--- config.mk ---
export PLATFORM = sky130hd
export DESIGN_NAME = seven_segment_reader_flat
export DESIGN_NICKNAME = d
export VERILOG_FILES = /design/src/rtl/seven_segment_reader_pkg.sv /design/src/rtl/seven_segment_reader_if.sv /design/src/rtl/seven_segment_reader_decode.sv /design/src/rtl/seven_segment_reader.sv /design/src/flat_wrapper.sv
export SDC_FILE = /design/constraint.sdc
export NUM_CORES = 1
export LEC_CHECK = 0
export ABC_AREA = 1
export CAP_MARGIN = 15
export CELL_PAD_IN_SITES_DETAIL_PLACEMENT = 0
export CELL_PAD_IN_SITES_GLOBAL_PLACEMENT = 1
export CORE_UTILIZATION = 45
export CTS_CLUSTER_DIAMETER = 50
export DETAILED_ROUTE_END_ITERATION = 10
export PLACE_DENSITY = 0.85
export REMOVE_ABC_BUFFERS = 1
export SLEW_MARGIN = 20
export SYNTH_ARGS = -nofsm -noshare
export SYNTH_HDL_FRONTEND = slang
export SYNTH_SLANG_ARGS = --single-unit
--- constraint.sdc ---
create_clock -name clk -period 4.7 [get_ports clk]
set_clock_uncertainty 0.1 [all_clocks]
set_input_delay 0.94 -clock clk [delete_from_list [all_inputs] [get_ports clk]]
set_output_delay 0.94 -clock clk [all_outputs]
set_load 0.02 [all_outputs]
--- src/rtl/seven_segment_reader_pkg.sv ---
// Shared seven-segment definitions: common-anode, active-low codes (g..a),
// the reader FSM states and helpers for the scanned digit select.
package seg_pkg;

    typedef logic [6:0] seg_t;

    localparam seg_t SEG_BLANK = 7'b1111111;

    localparam seg_t SEG_CODE [16] = '{
        7'b1000000,  // 0
        7'b1111001,  // 1
        7'b0100100,  // 2
        7'b0110000,  // 3
        7'b0011001,  // 4
        7'b0010010,  // 5
        7'b0000010,  // 6
        7'b1111000,  // 7
        7'b0000000,  // 8
        7'b0010000,  // 9
        7'b0001000,  // A
        7'b0000011,  // B
        7'b1000110,  // C
        7'b0100001,  // D
        7'b0000110,  // E
        7'b0001110   // F
    };

    typedef enum logic [1:0] {
        ST_IDLE,
        ST_SETTLE,
        ST_HOLD
    } reader_state_t;

    // A select is usable only when exactly one active-low enable is low.
    function automatic logic sel_is_valid(input logic [3:0] sel_n);
        case (sel_n)
            4'b1110, 4'b1101, 4'b1011, 4'b0111: return 1'b1;
            default:                            return 1'b0;
        endcase
    endfunction

    // Digit number addressed by a valid select.
    function automatic logic [1:0] sel_index(input logic [3:0] sel_n);
        case (sel_n)
            4'b1101: return 2'd1;
            4'b1011: return 2'd2;
            4'b0111: return 2'd3;
            default: return 2'd0;
        endcase
    endfunction

endpackage

--- src/rtl/seven_segment_reader_if.sv ---
// Pin-side and result-side signals of the seven-segment reader.
interface seven_segment_reader_if;
    import seg_pkg::*;

    seg_t        seg_in;
    logic [3:0]  dig_sel_n;
    logic        clr_err;
    logic [15:0] digits;
    logic [3:0]  digit_valid;
    logic        upd;
    logic [3:0]  err_sticky;

    modport master (
        output seg_in, dig_sel_n, clr_err,
        input  digits, digit_valid, upd, err_sticky
    );

    modport slave (
        input  seg_in, dig_sel_n, clr_err,
        output digits, digit_valid, upd, err_sticky
    );

endinterface

--- src/rtl/seven_segment_reader_decode.sv ---
// Inverse segment lookup: pattern -> hex nibble, with legal/blank flags.
module seg_pattern_decode
    import seg_pkg::*;
(
    input  seg_t       i_seg,
    output logic [3:0] o_nibble,
    output logic       o_is_legal,
    output logic       o_is_blank
);

    // Search the code table; the codes are unique so at most one entry hits.
    always_comb begin
        o_nibble   = 4'd0;
        o_is_legal = 1'b0;
        o_is_blank = (i_seg == SEG_BLANK);
        for (int k = 0; k < 16; k++) begin
            if (i_seg == SEG_CODE[k]) begin
                o_nibble   = 4'(k);
                o_is_legal = 1'b1;
            end
        end
    end

endmodule

--- src/rtl/seven_segment_reader.sv ---
// Recovers the hex digits shown on a scanned 4-digit common-anode display
// by sampling its segment and digit-enable lines and waiting for them to
// stay stable before decoding each digit exactly once.
module seven_segment_reader
    import seg_pkg::*;
#(
    parameter int STABLE_CYCLES = 4
)(
    input  logic                   clk,
    input  logic                   rst_n,
    seven_segment_reader_if.slave  bus
);

    localparam logic [7:0] CNT_LAST = 8'(STABLE_CYCLES - 1);

    seg_t          r_seg_s1, r_seg_s2, r_seg_prev;
    logic [3:0]    r_sel_s1, r_sel_s2, r_sel_prev;
    reader_state_t r_state, w_state_next;
    logic [7:0]    r_cnt, w_cnt_next;
    logic [15:0]   r_digits, w_digits_next;
    logic [3:0]    r_valid, w_valid_next;
    logic [3:0]    r_err, w_err_set;
    logic          r_upd, w_upd_next;

    logic          w_sel_valid;
    logic [1:0]    w_idx;
    logic          w_changed;
    logic          w_do_decode;
    logic [3:0]    w_nibble;
    logic          w_is_legal;
    logic          w_is_blank;

    assign w_sel_valid = sel_is_valid(r_sel_s2);
    assign w_idx       = sel_index(r_sel_s2);
    assign w_changed   = ({r_sel_s2, r_seg_s2} != {r_sel_prev, r_seg_prev});

    seg_pattern_decode u_decode (
        .i_seg      (r_seg_s2),
        .o_nibble   (w_nibble),
        .o_is_legal (w_is_legal),
        .o_is_blank (w_is_blank)
    );

    // Two-flop synchronizers plus the one-cycle-old copy used for change detection.
    always_ff @(posedge clk or negedge rst_n) begin
        if (!rst_n) begin
            r_seg_s1   <= SEG_BLANK;
            r_seg_s2   <= SEG_BLANK;
            r_seg_prev <= SEG_BLANK;
            r_sel_s1   <= 4'hF;
            r_sel_s2   <= 4'hF;
            r_sel_prev <= 4'hF;
        end else begin
            r_seg_s1   <= bus.seg_in;
            r_seg_s2   <= r_seg_s1;
            r_seg_prev <= r_seg_s2;
            r_sel_s1   <= bus.dig_sel_n;
            r_sel_s2   <= r_sel_s1;
            r_sel_prev <= r_sel_s2;
        end
    end

    // Stability FSM: a digit is decoded once after the pair has held still long enough.
    always_comb begin
        w_state_next = r_state;
        w_cnt_next   = 8'd0;
        w_do_decode  = 1'b0;
        case (r_state)
            ST_IDLE: begin
                if (w_sel_valid) begin
                    w_state_next = ST_SETTLE;
                end
            end
            ST_SETTLE: begin
                if (!w_sel_valid) begin
                    w_state_next = ST_IDLE;
                end else if (w_changed) begin
                    w_cnt_next = 8'd0;
                end else if (r_cnt >= CNT_LAST) begin
                    w_do_decode  = 1'b1;
                    w_state_next = ST_HOLD;
                end else begin
                    w_cnt_next = r_cnt + 8'd1;
                end
            end
            ST_HOLD: begin
                if (!w_sel_valid) begin
                    w_state_next = ST_IDLE;
                end else if (w_changed) begin
                    w_state_next = ST_SETTLE;
                end
            end
            default: begin
                w_state_next = ST_IDLE;
            end
        endcase
    end

    // FSM state and stability counter registers.
    always_ff @(posedge clk or negedge rst_n) begin
        if (!rst_n) begin
            r_state <= ST_IDLE;
            r_cnt   <= 8'd0;
        end else begin
            r_state <= w_state_next;
            r_cnt   <= w_cnt_next;
        end
    end

    // Work out what a decode does to the selected digit and whether anything visibly changed.
    always_comb begin
        w_digits_next = r_digits;
        w_valid_next  = r_valid;
        w_err_set     = 4'b0000;
        if (w_do_decode) begin
            if (w_is_legal) begin
                w_digits_next[{w_idx, 2'b00} +: 4] = w_nibble;
                w_valid_next[w_idx]                = 1'b1;
            end else if (w_is_blank) begin
                w_valid_next[w_idx] = 1'b0;
            end else begin
                w_err_set[w_idx] = 1'b1;
            end
        end
        w_upd_next = (w_digits_next != r_digits) || (w_valid_next != r_valid);
    end

    // Result registers; a freshly captured error survives a simultaneous clear.
    always_ff @(posedge clk or negedge rst_n) begin
        if (!rst_n) begin
            r_digits <= 16'h0000;
            r_valid  <= 4'b0000;
            r_err    <= 4'b0000;
            r_upd    <= 1'b0;
        end else begin
            r_digits <= w_digits_next;
            r_valid  <= w_valid_next;
            r_err    <= (bus.clr_err ? 4'b0000 : r_err) | w_err_set;
            r_upd    <= w_upd_next;
        end
    end

    assign bus.digits      = r_digits;
    assign bus.digit_valid = r_valid;
    assign bus.err_sticky  = r_err;
    assign bus.upd         = r_upd;

endmodule

--- src/flat_wrapper.sv ---
// flat-port wrapper written by rule: the top's interface ports become plain ports
module seven_segment_reader_flat import seg_pkg::*;
#(
    parameter int STABLE_CYCLES = 4
)
  (clk, rst_n, bus_seg_in, bus_dig_sel_n, bus_clr_err, bus_digits, bus_digit_valid, bus_upd, bus_err_sticky);
  seven_segment_reader_if bus_i ();
  input  logic clk;
  input  logic rst_n;
  input wire logic [$bits(bus_i.seg_in)-1:0] bus_seg_in;
  input wire logic [$bits(bus_i.dig_sel_n)-1:0] bus_dig_sel_n;
  input wire logic [$bits(bus_i.clr_err)-1:0] bus_clr_err;
  output wire logic [$bits(bus_i.digits)-1:0] bus_digits;
  output wire logic [$bits(bus_i.digit_valid)-1:0] bus_digit_valid;
  output wire logic [$bits(bus_i.upd)-1:0] bus_upd;
  output wire logic [$bits(bus_i.err_sticky)-1:0] bus_err_sticky;
  assign bus_i.seg_in = bus_seg_in;
  assign bus_i.dig_sel_n = bus_dig_sel_n;
  assign bus_i.clr_err = bus_clr_err;
  assign bus_digits = bus_i.digits;
  assign bus_digit_valid = bus_i.digit_valid;
  assign bus_upd = bus_i.upd;
  assign bus_err_sticky = bus_i.err_sticky;
  seven_segment_reader #(.STABLE_CYCLES(STABLE_CYCLES)) u_core (.clk(clk), .rst_n(rst_n), .bus(bus_i));
endmodule
==> flow_summary_export.csv <==
group,metric,value,unit
die,num_io_pins,39,
critical_path,critical_path_peak_fanout,10,
die,initial_utilization,0.476,
routing,avgViaCountPerCell,4.97,
critical_path,required_time_of_the_critical_path,4820,ps
routing,drc_errors,0,
clock_network,ctsHoldBuffers,0,
sta,hold_slack,250,ps
clock_network,clock_tree.root_cell,"sky130_fd_sc_hd__clkbuf_8",
critical_path,timing.critical_path.cells,"nand2_1 -> nor3_1 -> a31oi_2 -> ha_1 -> inv_1 -> nand3_1 -> inv_1 -> nand3_2 -> o21ai_1 -> nand2_1 -> a21oi_1 -> nand4_1 -> nor2_1 -> nand4_1",
synthesis,synth.top_cells.by_area,"sky130_fd_sc_hd__dfrtp_1 23%, sky130_fd_sc_hd__dfstp_2 23%, sky130_fd_sc_hd__nand2_1 13%",
critical_path,cp_peak_stage_delay,580,ps
pwr,register_share_of_total_power,0.476,
sta,timing_worst_slew_pin_value,667,ps
routing,postRouteWirelength,8.44,mm
finish,final_layout_size_suffix_gt1_frac,0.176,
sta,finalMaxSlewViolations,0,
global_routing,antenna_found_initial,0,
synthesis,postSynth.topFlopCell,"sky130_fd_sc_hd__dfrtp_1",
clock_network,path_clk_slew,80,ps
synthesis,post_synth_num_cell_types,36,
clock_network,cts.sinks,68,
routing,wl_per_cell,13.2,um
routing,detail_route.first_pass.iterations,4,
sta,final.setup.tns,0,ps
synthesis,yosysMostFrequentCell,"sky130_fd_sc_hd__nand2_1",
synthesis,synth-warning-count,0,
die,die_h,93.4,um
die,floorplan.rows,32,
global_routing,globalRouteTotalUtil,0.218,
finish,multi_input_comb_area,0.00173,mm2
synthesis,synth_top_area_share,0.233,
synthesis,synth_seq_cells,68,
synthesis,synth.avg_cell_area,7.81,um2
global_routing,grt_first_pass_wirelength,14.4,mm
critical_path,critical-path-top-delay-family,"simple AND/OR/NAND/NOR gates",
pwr,worst_ir_drop_vdd,171,uV
critical_path,reg2reg_from,"u_core.r_sel_s2[3]",
finish,n_antenna_cell,0,
die,die_outline_area,0.00872,mm2
sta,timing.slew.headroom,0.555,
critical_path,timing.critical_path.arrival,3230,ps
synthesis,yosysTopAreaCell,"sky130_fd_sc_hd__dfrtp_1",
clock_network,clock_tree.htree_level_count,3,
synthesis,post_synth_most_frequent_cells,"132 x sky130_fd_sc_hd__nand2_1, 67 x sky130_fd_sc_hd__inv_1, 55 x sky130_fd_sc_hd__nor2_1",
synthesis,synth_sequential_area_ratio,0.464,
pwr,power_frac_clock,0.426,
run_status,outcome,"finished, final reports clean",
clock_network,clkLatencyLatePin,340,ps
pwr,leak,2.16,nW
sta,achievable-frequency,0.322,GHz
finish,finalNetCount,557,
finish,area.sequential,0.00174,mm2
pwr,power_report.internal_total,0.00100,W
sta,endpoints_failing_hold,0,
critical_path,cp-end-kind,"flip-flop",
placement,numPortBuffers,38,
global_routing,overflow,0,
synthesis,synth_mux_area_frac,0,
die,core,0.00789,mm2
clock_network,cts_made_buffers,9,
synthesis,synth-edff-count,0,
synthesis,synthSimpleGateAreaFrac,0.336,
job,max_cap_viol_count,0,
worst_hold_path,min-delay-path-class,"flip-flop to flip-flop",
critical_path,startpoint,"u_core.r_sel_s2[3]",
routing,routed-via-count,3185,
pwr,pwr_density_cell,299,mW/mm2
synthesis,synth-adder-area-share,0.0300,
clock_network,post_cts.repair.setup_buffers,0,
placement,globalplace.congestion,0.864,
routing,drt_iter0_markers,152,
critical_path,setup_crit_path_kind,"flip-flop to flip-flop",
synthesis,netlist_instances,481,
synthesis,synth_xor_area_frac,0.0163,
clock_network,tritoncts_clock_tree,"yes",
sta,grt_setup_unrepaired,"false",
die,fp.dieW,93.4,um
placement,detailed_place_hpwl,6.55,mm
worst_hold_path,hold_path.startpoint,"u_core.r_sel_s1[1]",
sta,fin_crit,3110,ps
pwr,total_net_switching_power,0.000348,W
critical_path,critical_path_buf_inv_count,2,
finish,final.fill_count,746,
sta,layout_worst_path_cycle_share,0.661,
critical_path,setup.worst_path.start_class,"flip-flop",
critical_path,crit_path_top_delay_cell,"sky130_fd_sc_hd__dfstp_2",
pwr,comb_power_share,0.098,
global_routing,grt_max_degree,43,
synthesis,synth_async_sr_flop_share,1.00,
sta,report.final.setup_viol,0,
routing,postRouteAntennaNets,0,
clock_network,post_cts_resize_count,0,
synthesis,synth_top_family_by_area,"simple AND/OR/NAND/NOR gates",
finish,layout-area-overhead-vs-synth,20.3,%
synthesis,syn-cell-area,0.00376,mm2
global_routing,vias_in_the_first_global_route,3047,
clock_network,cts-root-to-sink-buffers,2,
synthesis,synth_compound_area_frac,0.0723,
pwr,power_switching_share,0.258,
==> cells in the final DEF (no fill, tap or decap), drive strengths merged, types with 10 or more instances in the layout <==
cell type and n:
nand4 13, dfrtp 35, nand3 33, clkdlybuf4s50 37, inv 78, clkbuf 10, dfstp 33, o21ai 22
nor2 73, nand2 141
==> worst paths after layout <==
path / end / cells after the start / slack [ps]
min: u_core.r_sel_s2[1] / 0 / 250
min in group asynchronous: u_core.bus.digits[0] / 1 / 520
max: u_core.bus.upd / 14 / 1590
max reg2reg: u_core.bus.upd / 14 / 1590
max in group asynchronous: u_core.r_sel_s1[2] / 2 / 3000
min reg2reg: u_core.r_sel_s2[1] / 0 / 250
==> kinds of logic (layout without fill, tap and decap cells) <==
group | after synthesis | count (layout)
buf+inv | 80 | 133
compound gates | 45 | 45
flops | 68 | 68
other cells | 1 | 6
simple gates | 271 | 271
fa+ha+maj | 9 | 9
xor+xnor | 7 | 7
==> power groups by stage <==
| stage | combinational (W) | sequential [W] | clock (W) |
|---|---|---|---|
| after floorplan | 0.0000884 | 0.000648 | 0 |
| after global placement | 0.000130 | 0.000651 | 0 |
| after detailed placement | 0.000132 | 0.000653 | 0 |
| after CTS | 0.000133 | 0.000642 | 0.000592 |
| after global routing | 0.000149 | 0.000647 | 0.000621 |
| final | 0.000132 | 0.000642 | 0.000575 |
==> layout make-up <==
cell class | count | area share
Inverter | 78 | 0.0648
Clock inverter | 6 | 0.0205
Timing Repair Buffer | 39 | 0.0847
Tap cell | 102 | 0.0282
Multi-Input combinational cell | 338 | 0.383
Clock buffer | 10 | 0.0329
Sequential cell | 68 | 0.386
==> flip-flops by register name (all words and copies together), names as in the netlist <==
| register | flops |
|---|---|
| u_core.bus.digit_valid | 4 |
| u_core.bus.digits | 16 |
| u_core.bus.err_sticky | 4 |
| u_core.bus.upd | 1 |
| u_core.r_cnt | 8 |
| u_core.r_seg_prev | 7 |
| u_core.r_seg_s1 | 7 |
| u_core.r_seg_s2 | 7 |
| u_core.r_sel_prev | 4 |
| u_core.r_sel_s1 | 4 |
| u_core.r_sel_s2 | 4 |
| u_core.r_state | 2 |
==> layer usage <==
metal  vias to the layer above  track usage  share of wire
met3                         6       0.0358          0.037
met1                      1498        0.293           0.47
met2                        61        0.355           0.48
met4                         0       0.0769         0.0077
li1                       1620            -              -
met5                         -            0              0
==> through the flow <==
| stage | power, W | cell area (um2) | std cells | util | setup slack, ps |
|---|---|---|---|---|---|
| after global placement | 0.000782 | 4280 | 625 | 0.542 | 1660 |
| after CTS | 0.00137 | 4520 | 641 | 0.573 | 1600 |
| after global routing | 0.00142 | 4520 | 641 | 0.573 | 1340 |
| after detailed placement | 0.000785 | 4280 | 625 | 0.542 | 1620 |
| final | 0.00135 | 4520 | 641 | 0.573 | 1590 |
| after floorplan | 0.000737 | 3770 | 484 | - | 2030 |
Power figures use the tool's default switching activity.
